### config.mk
export PLATFORM = sky130hd
export DESIGN_NAME = ir_fetch
export DESIGN_NICKNAME = d
export VERILOG_FILES = /design/src/rtl/mips_bus_pkg.sv /design/src/rtl/byte_swap32.sv /design/src/rtl/ir_fetch.sv
export SDC_FILE = /design/constraint.sdc
export NUM_CORES = 1
export LEC_CHECK = 0
export ABC_AREA = 1
export CORE_AREA = 5 5 67 114
export DETAILED_ROUTE_END_ITERATION = 8
export DIE_AREA = 0 0 72 119
export PLACE_DENSITY = 0.8
export SETUP_SLACK_MARGIN = 0.5
export SYNTH_ARGS = -nofsm -noshare
export SYNTH_HDL_FRONTEND = slang
export SYNTH_SLANG_ARGS = --single-unit
### constraint.sdc
create_clock -name clk -period 1.7 [get_ports clk]
set_input_delay 0.425 -clock clk [delete_from_list [all_inputs] [get_ports clk]]
set_output_delay 0.425 -clock clk [all_outputs]
set_load 0.02 [all_outputs]
### src/rtl/mips_bus_pkg.sv
// Shared bus/fetch types and constants for the MIPS instruction path.
// Fault codes, the full-word byte enable and the boot PC live here.
package mips_bus_pkg;

  typedef enum logic [1:0] {
    IDLE,
    READ,
    HOLD,
    FAULT
  } fetch_state_t;

  localparam logic [1:0] FAULT_NONE     = 2'b00;
  localparam logic [1:0] FAULT_MISALIGN = 2'b01;
  localparam logic [1:0] FAULT_TIMEOUT  = 2'b10;

  localparam logic [3:0] BE_WORD = 4'b1111;

  localparam logic [31:0] RESET_VECTOR = 32'hBFC00000;

endpackage

### src/rtl/byte_swap32.sv
// Combinational byte-lane reverser.
// Converts a little-endian bus word into MIPS big-endian word order.
module byte_swap32 (
  input  logic [31:0] d,
  output logic [31:0] q
);

  assign q = {d[7:0], d[15:8], d[23:16], d[31:24]};

endmodule

### src/rtl/ir_fetch.sv
// Instruction fetch: issues one Avalon read per request and holds the
// captured word in the IR until it is consumed, flushed or replaced.
module ir_fetch
  import mips_bus_pkg::*;
#(
  parameter bit          BYTE_SWAP = 1'b1,
  parameter int unsigned MAX_WAIT  = 0,
  parameter int unsigned WAIT_W    = 8
) (
  input  logic        clk,
  input  logic        reset,
  input  logic        fetch_req,
  input  logic [31:0] fetch_pc,
  input  logic        flush,
  input  logic        instr_ack,
  output logic [31:0] address,
  output logic        read,
  output logic [3:0]  byteenable,
  input  logic        waitrequest,
  input  logic [31:0] readdata,
  output logic [31:0] instr_word,
  output logic        instr_valid,
  output logic        fetch_busy,
  output logic        fetch_fault,
  output logic [1:0]  fault_code
);

  fetch_state_t st, st_n;

  logic [31:0]       addr_n;
  logic [31:0]       word_n;
  logic [31:0]       cap;
  logic              read_n;
  logic              valid_n;
  logic              busy_n;
  logic [3:0]        be_n;
  logic [1:0]        code_n;
  logic [WAIT_W-1:0] cnt, cnt_n;
  logic              timeout;

  generate
    if (BYTE_SWAP) begin : g_swap
      byte_swap32 u_swap (
        .d (readdata),
        .q (cap)
      );
    end else begin : g_noswap
      assign cap = readdata;
    end
  endgenerate

  assign timeout = (MAX_WAIT != 0) &&
                   (cnt == WAIT_W'(MAX_WAIT));

  assign fetch_fault = (st == FAULT);

  always_comb begin
    st_n    = st;
    addr_n  = address;
    read_n  = read;
    be_n    = byteenable;
    busy_n  = fetch_busy;
    word_n  = instr_word;
    valid_n = instr_valid;
    code_n  = fault_code;
    cnt_n   = cnt;
    unique case (st)
      IDLE, HOLD: begin
        if (flush) begin
          valid_n = 1'b0;
          st_n    = IDLE;
        end else if (fetch_req) begin
          // a new request also retires any word still held
          valid_n = 1'b0;
          if (fetch_pc[1:0] == 2'b00) begin
            st_n   = READ;
            addr_n = fetch_pc;
            read_n = 1'b1;
            be_n   = BE_WORD;
            busy_n = 1'b1;
            cnt_n  = '0;
          end else begin
            st_n   = FAULT;
            code_n = FAULT_MISALIGN;
          end
        end else if (instr_ack) begin
          valid_n = 1'b0;
          st_n    = IDLE;
        end
      end
      READ: begin
        if (flush || !waitrequest || timeout) begin
          read_n = 1'b0;
          be_n   = '0;
          busy_n = 1'b0;
        end
        if (flush) begin
          st_n = IDLE;
        end else if (!waitrequest) begin
          word_n  = cap;
          valid_n = 1'b1;
          st_n    = HOLD;
        end else if (timeout) begin
          st_n   = FAULT;
          code_n = FAULT_TIMEOUT;
        end else begin
          cnt_n = cnt + WAIT_W'(1);
        end
      end
      default: begin
      end
    endcase
  end

  always_ff @(posedge clk) begin
    if (reset) begin
      st          <= IDLE;
      address     <= '0;
      read        <= 1'b0;
      byteenable  <= '0;
      fetch_busy  <= 1'b0;
      instr_word  <= '0;
      instr_valid <= 1'b0;
      fault_code  <= FAULT_NONE;
      cnt         <= '0;
    end else begin
      st          <= st_n;
      address     <= addr_n;
      read        <= read_n;
      byteenable  <= be_n;
      fetch_busy  <= busy_n;
      instr_word  <= word_n;
      instr_valid <= valid_n;
      fault_code  <= code_n;
      cnt         <= cnt_n;
    end
  end

endmodule

# ---- Yosys cells after proc, flatten, opt, wreduce, memory -nomap -nowiden
# Cells that the tools add are included.
dict set report classes {
  n_eq_ne 11
  n_mux 23
  n_bitwise 3
  n_reduce_logical 12
}
# cell n
set ops {}
lappend ops {{2-to-1 mux 4 bit} 4}
lappend ops {{2-to-1 mux 2 bit} 6}
lappend ops {{inequality test 2 bit (second input constant)} 6}
lappend ops {{AND reduction 4 bit} 3}
lappend ops {{2-to-1 mux 1 bit} 9}
lappend ops {{case mux 4 bit (2 select lines)} 1}
lappend ops {{AND reduction 3 bit} 2}
lappend ops {{AND reduction 5 bit} 1}
lappend ops {{equality test 2 bit (second input constant)} 2}
lappend ops {{zero test 2 bit} 2}
lappend ops {{inequality test 4 bit (second input constant)} 1}
lappend ops {{case mux 1 bit (2 select lines)} 2}
lappend ops {{case mux 2 bit (2 select lines)} 1}
lappend ops {{inequality test 3 bit (second input constant)} 1}
lappend ops {{NOT 1 bit} 3}
lappend ops {{equality test 2 x 1 -> 1 bit (second input constant)} 1}
lappend ops {{nonzero test 2 bit} 1}
lappend ops {{OR reduction 2 bit} 1}
lappend ops {{zero test 1 bit} 1}
lappend ops {{logical OR 1 bit} 1}
dict set report word_totals {
  register_bits 73
}

# ---- Logic depth before layout (Yosys ltp)
dict set report logic_depth {
  depth_word 5
  depth_mapped 8
  ltp_nobuf 7
}

# ---- Hierarchy
# Synthesis repeated with hierarchy kept, for this count alone.
dict set report hier_totals {
  hier_cells 360
  hier_area_um2 2915.3
}
# mod instances cells_per_inst area_per_inst_um2
set by_module_without_submodules {}
lappend by_module_without_submodules {ir_fetch 1 328 2675.1}
lappend by_module_without_submodules {byte_swap32 1 32 240.2}

# ---- Worst setup path before layout
# Ideal clock, no wire load.
dict set report synth_path {
  path_kind {input -> register}
  start {input port fetch_pc[0]}
  end {register address[8]}
  setup_ps 116
  arrival_time_ps 1130
  t_required_ps 1584
  path_slack_ps 454
  cell_stages 7
  path_cell_list {nor2_1 -> inv_1 -> nor2_8 -> inv_4 -> buf_6 -> nor2_2 -> nor2_1}
}
dict set report synth_between {
  elab_chain_len 2
}
# item line
set synth_lines {}
lappend synth_lines {{start, declared} ir_fetch.sv:13} ;# input logic [31:0] fetch_pc,
lappend synth_lines {{zero test 2 bit} ir_fetch.sv:75} ;# if (fetch_pc[1:0] == 2'b00) begin
lappend synth_lines {{AND reduction 4 bit (no source line)} -}
lappend synth_lines {{end signal, assigned} ir_fetch.sv:128} ;# address <= addr_n;
lappend synth_lines {{end, declared} ir_fetch.sv:16} ;# output logic [31:0] address,
# No other way between the ends.
# A chain may end at the register's enable or synchronous reset.

# ---- Worst setup path in the final report
dict set report layout_path {
  start {register st[1]}
  end {output port fetch_fault}
}
dict set report layout_between {
  elab_chain_len 1
}
# item line
set layout_lines {}
lappend layout_lines {{start, declared} ir_fetch.sv:28} ;# fetch_state_t st, st_n;
lappend layout_lines {{start signal, assigned} ir_fetch.sv:127} ;# st <= st_n;
lappend layout_lines {{equality test 2 bit} ir_fetch.sv:55} ;# assign fetch_fault = (st == FAULT);
lappend layout_lines {{end, declared} ir_fetch.sv:24} ;# output logic fetch_fault,
# No other way between the ends.

==> results.toml <==
[status]
status = "complete, no violations"

[power_and_ir_drop]
pwr_density_cell_nw_per_um2 = 804
total_power_mw = 4.07
ir_drop_uv = 597
p_leak_nw = 2.22

[clocking]
insertion_delay_ns = 0.32
cts_buffers = 9
cts-root-buf = "clkbuf_16"
cts_tree = "yes"
cts_sinks = 69
cts_max_path_buffers = 2
cts.clk_slew.worst_paths_ns = 0.05
htree_num_levels = 3

[worst_setup_path]
reg2reg_depth = 7
r2r_slack_ns = 0.44
crit_type = "flop to output port"
critical_path_arrival_ns = 0.92
cp-end-kind = "output port"
path_cells = "nand2_4 > inv_2 > buf_6"
critPathSlowestCell = "dfxtp_4"
max_stage_delay_ns = 0.37
worstSetupStartpointType = "flop"
crit_cells = 3
r2r-start = "st[0]"
worstSetupStartpoint = "st[1]"
cp_top_family = "flip-flops"
crit_buf_inv = 2
path_max_fanout = 3
crit_required_ns = 1.27
r2r-end = "instr_word[14]"

[routing]
drt-vias-per-instance = 4.78
drtIter0Drc = 194
drc = 0
finalWirelength_um = 9260
dr.pass1.iters = 4
drtAntennaViolNets = 0
vias = 2790
wl_per_cell_um = 15.8

[final_layout]
syn_to_final_growth_pct = 89.2
fin_nets = 569
antennaDiodeCount = 0
fin_util_pct = 77.4
drive_gt1_share_pct = 50.6
fillers = 452

[global_routing]
first_global_vias = 2901
grt_overflow_total = 0
track_usage_pct = 21.5
grt_antenna_before_repair = 0
grt_pass1_wl_um = 14300
grt_max_degree = 32

[hold_path]
holdCritStartpoint = "address[0]"
worstHoldPathCells = 2
hold_path_class = "flop to flop"
hold_end = "address[0]"

[floorplanning]
placementRows = 39
die_area_um2 = 8570
die_x_um = 72
ios = 144
start_util_pct = 40.9
die-height_um = 119
core_um2 = 6540

[timing]
period_needed_ns = 1.34
finalHoldViolCount = 0
finalSetupTns_ns = 0
max_freq_mhz = 745
fin_crit_sh_pct = 78.9
skew_ns = 0.00498
rsz0062_at_grt = "yes"
slew_viol_final = 0
setup_viol = 0

[yosys]
synth-seq-area-share_pct = 51.6
yosys-top-cells-area = "dfxtp_1 (52%), nor2_1 (15%), o21ai_0 (7.5%)"
yosys.area.top_type = "dfxtp_1"
synth_top_area_share_pct = 51.6
synth_common_cells = "nor2_1 (104), dfxtp_1 (69), o21ai_0 (40), nor2_2 (29), o21ai_1 (22)"
avgSynthCellArea_um2 = 8.16
synth.most_common_cell = "nor2_1"
syn-num-nets = 398
syn_inst = 328
synth_enable_flop_cells = 0
ys_ff_latch = 69
synth_ff_type = "dfxtp_1"
ys_types = 25
ys_async_sr_fraction_pct = 0
syn_area_um2 = 2680
synth_warnings = 0

[placement]
hpwl_um = 5980
place_congestion = 0.907
port_buffers = 142

[job]
drv_cap = 0
==> layout by cell type, fill, tap and decap left out, drive strengths merged <==
cell	count
clkdlybuf4s50	63
o21ai	62
nand2	16
bufbuf	2
clkinv	2
nand4	1
nand3	4
buf	113
inv	9
nor2	136
a21oi	2
dlygate4sd2	3
clkbuf	14
dfxtp	69
conb	1
clkdlybuf4s15	3
a31oi	2
==> how the worst max path moves through the flow <==
stage / endpoint / slack [ns]
after floorplan: address[15] / 0.50
after global placement: address[13] / -0.11
after detailed placement: address[13] / -0.16
after CTS: fetch_fault / 0.34
after global routing: fetch_fault / 0.33
final: fetch_fault / 0.36
==> metrics by stage <==
| stage | worst slack [ns] | hold WS (ns) | std cells | area [um^2] |
|---|---|---|---|---|
| 6_report | 0.358 | 0.447 | 584 | 5060 |
| 3_3_place_gp | -0.110 | 0.432 | 540 | 4150 |
| 3_5_place_dp | -0.155 | 0.440 | 540 | 4150 |
| 2_1_floorplan | 0.503 | 0.487 | 328 | 2690 |
| 4_1_cts | 0.340 | 0.450 | 573 | 4930 |
| 5_1_grt | 0.325 | 0.466 | 584 | 5060 |
==> flip-flops by register name, summed over array words and instances, names as in the netlist <==
register and count:
instr_word 32, byteenable 1, st 2, fault_code 1
address 32, instr_valid 1
==> routing by layer <==
| metal | global-route usage (%) | vias up | wire length [um] |
|---|---|---|---|
| met4 | 12.7 | 0 | 354 |
| met5 | 0 | - | 0 |
| met3 | 5.06 | 25 | 460 |
| met1 | 20.8 | 1285 | 3150 |
| met2 | 40.0 | 102 | 5290 |
| li1 | - | 1378 | - |
==> layout make-up <==
cell class / count / area [um^2] / share of cell area, %
clock buffer: 13 / 280 / 5.54
multi-input combinational: 224 / 1100 / 21.7
tap: 82 / 103 / 2.03
inverter: 10 / 60.1 / 1.19
sequential: 69 / 1480 / 29.1
clock inverter: 1 / 5.00 / 0.0989
timing repair buffer: 185 / 2040 / 40.3
==> worst min-delay path: stages (launching register included) <==
cell and delay [ns]:
dfxtp_2 0.32, nand2_1 0.06, nor2_1 0.04
==> where the power goes <==
group          internal [mW]  switching (mW)
clock network           1.13           0.624
registers               1.68          0.0399
logic                  0.347           0.258
==> what timing repair did <==
action / in CTS / in global routing
hold endpoints to repair: 0 / 0
resized for setup: 544 / 18
buffers inserted: 14 / 10
hold buffers: 0 / 0
gates cloned: 5 / 1
endpoints found under the setup margin: 141 / 138
pin swaps: 4 / 7
==> cells by family after synthesis <==
| family | Yosys count | synth area share [%] |
|---|---|---|
| flops | 69 | 51.6 |
| compound gates | 66 | 12.6 |
| other cells | 1 | 0.140 |
| simple gates | 157 | 26.9 |
| buf+inv | 35 | 8.70 |
Note: power is estimated with default switching activity, not from simulation.
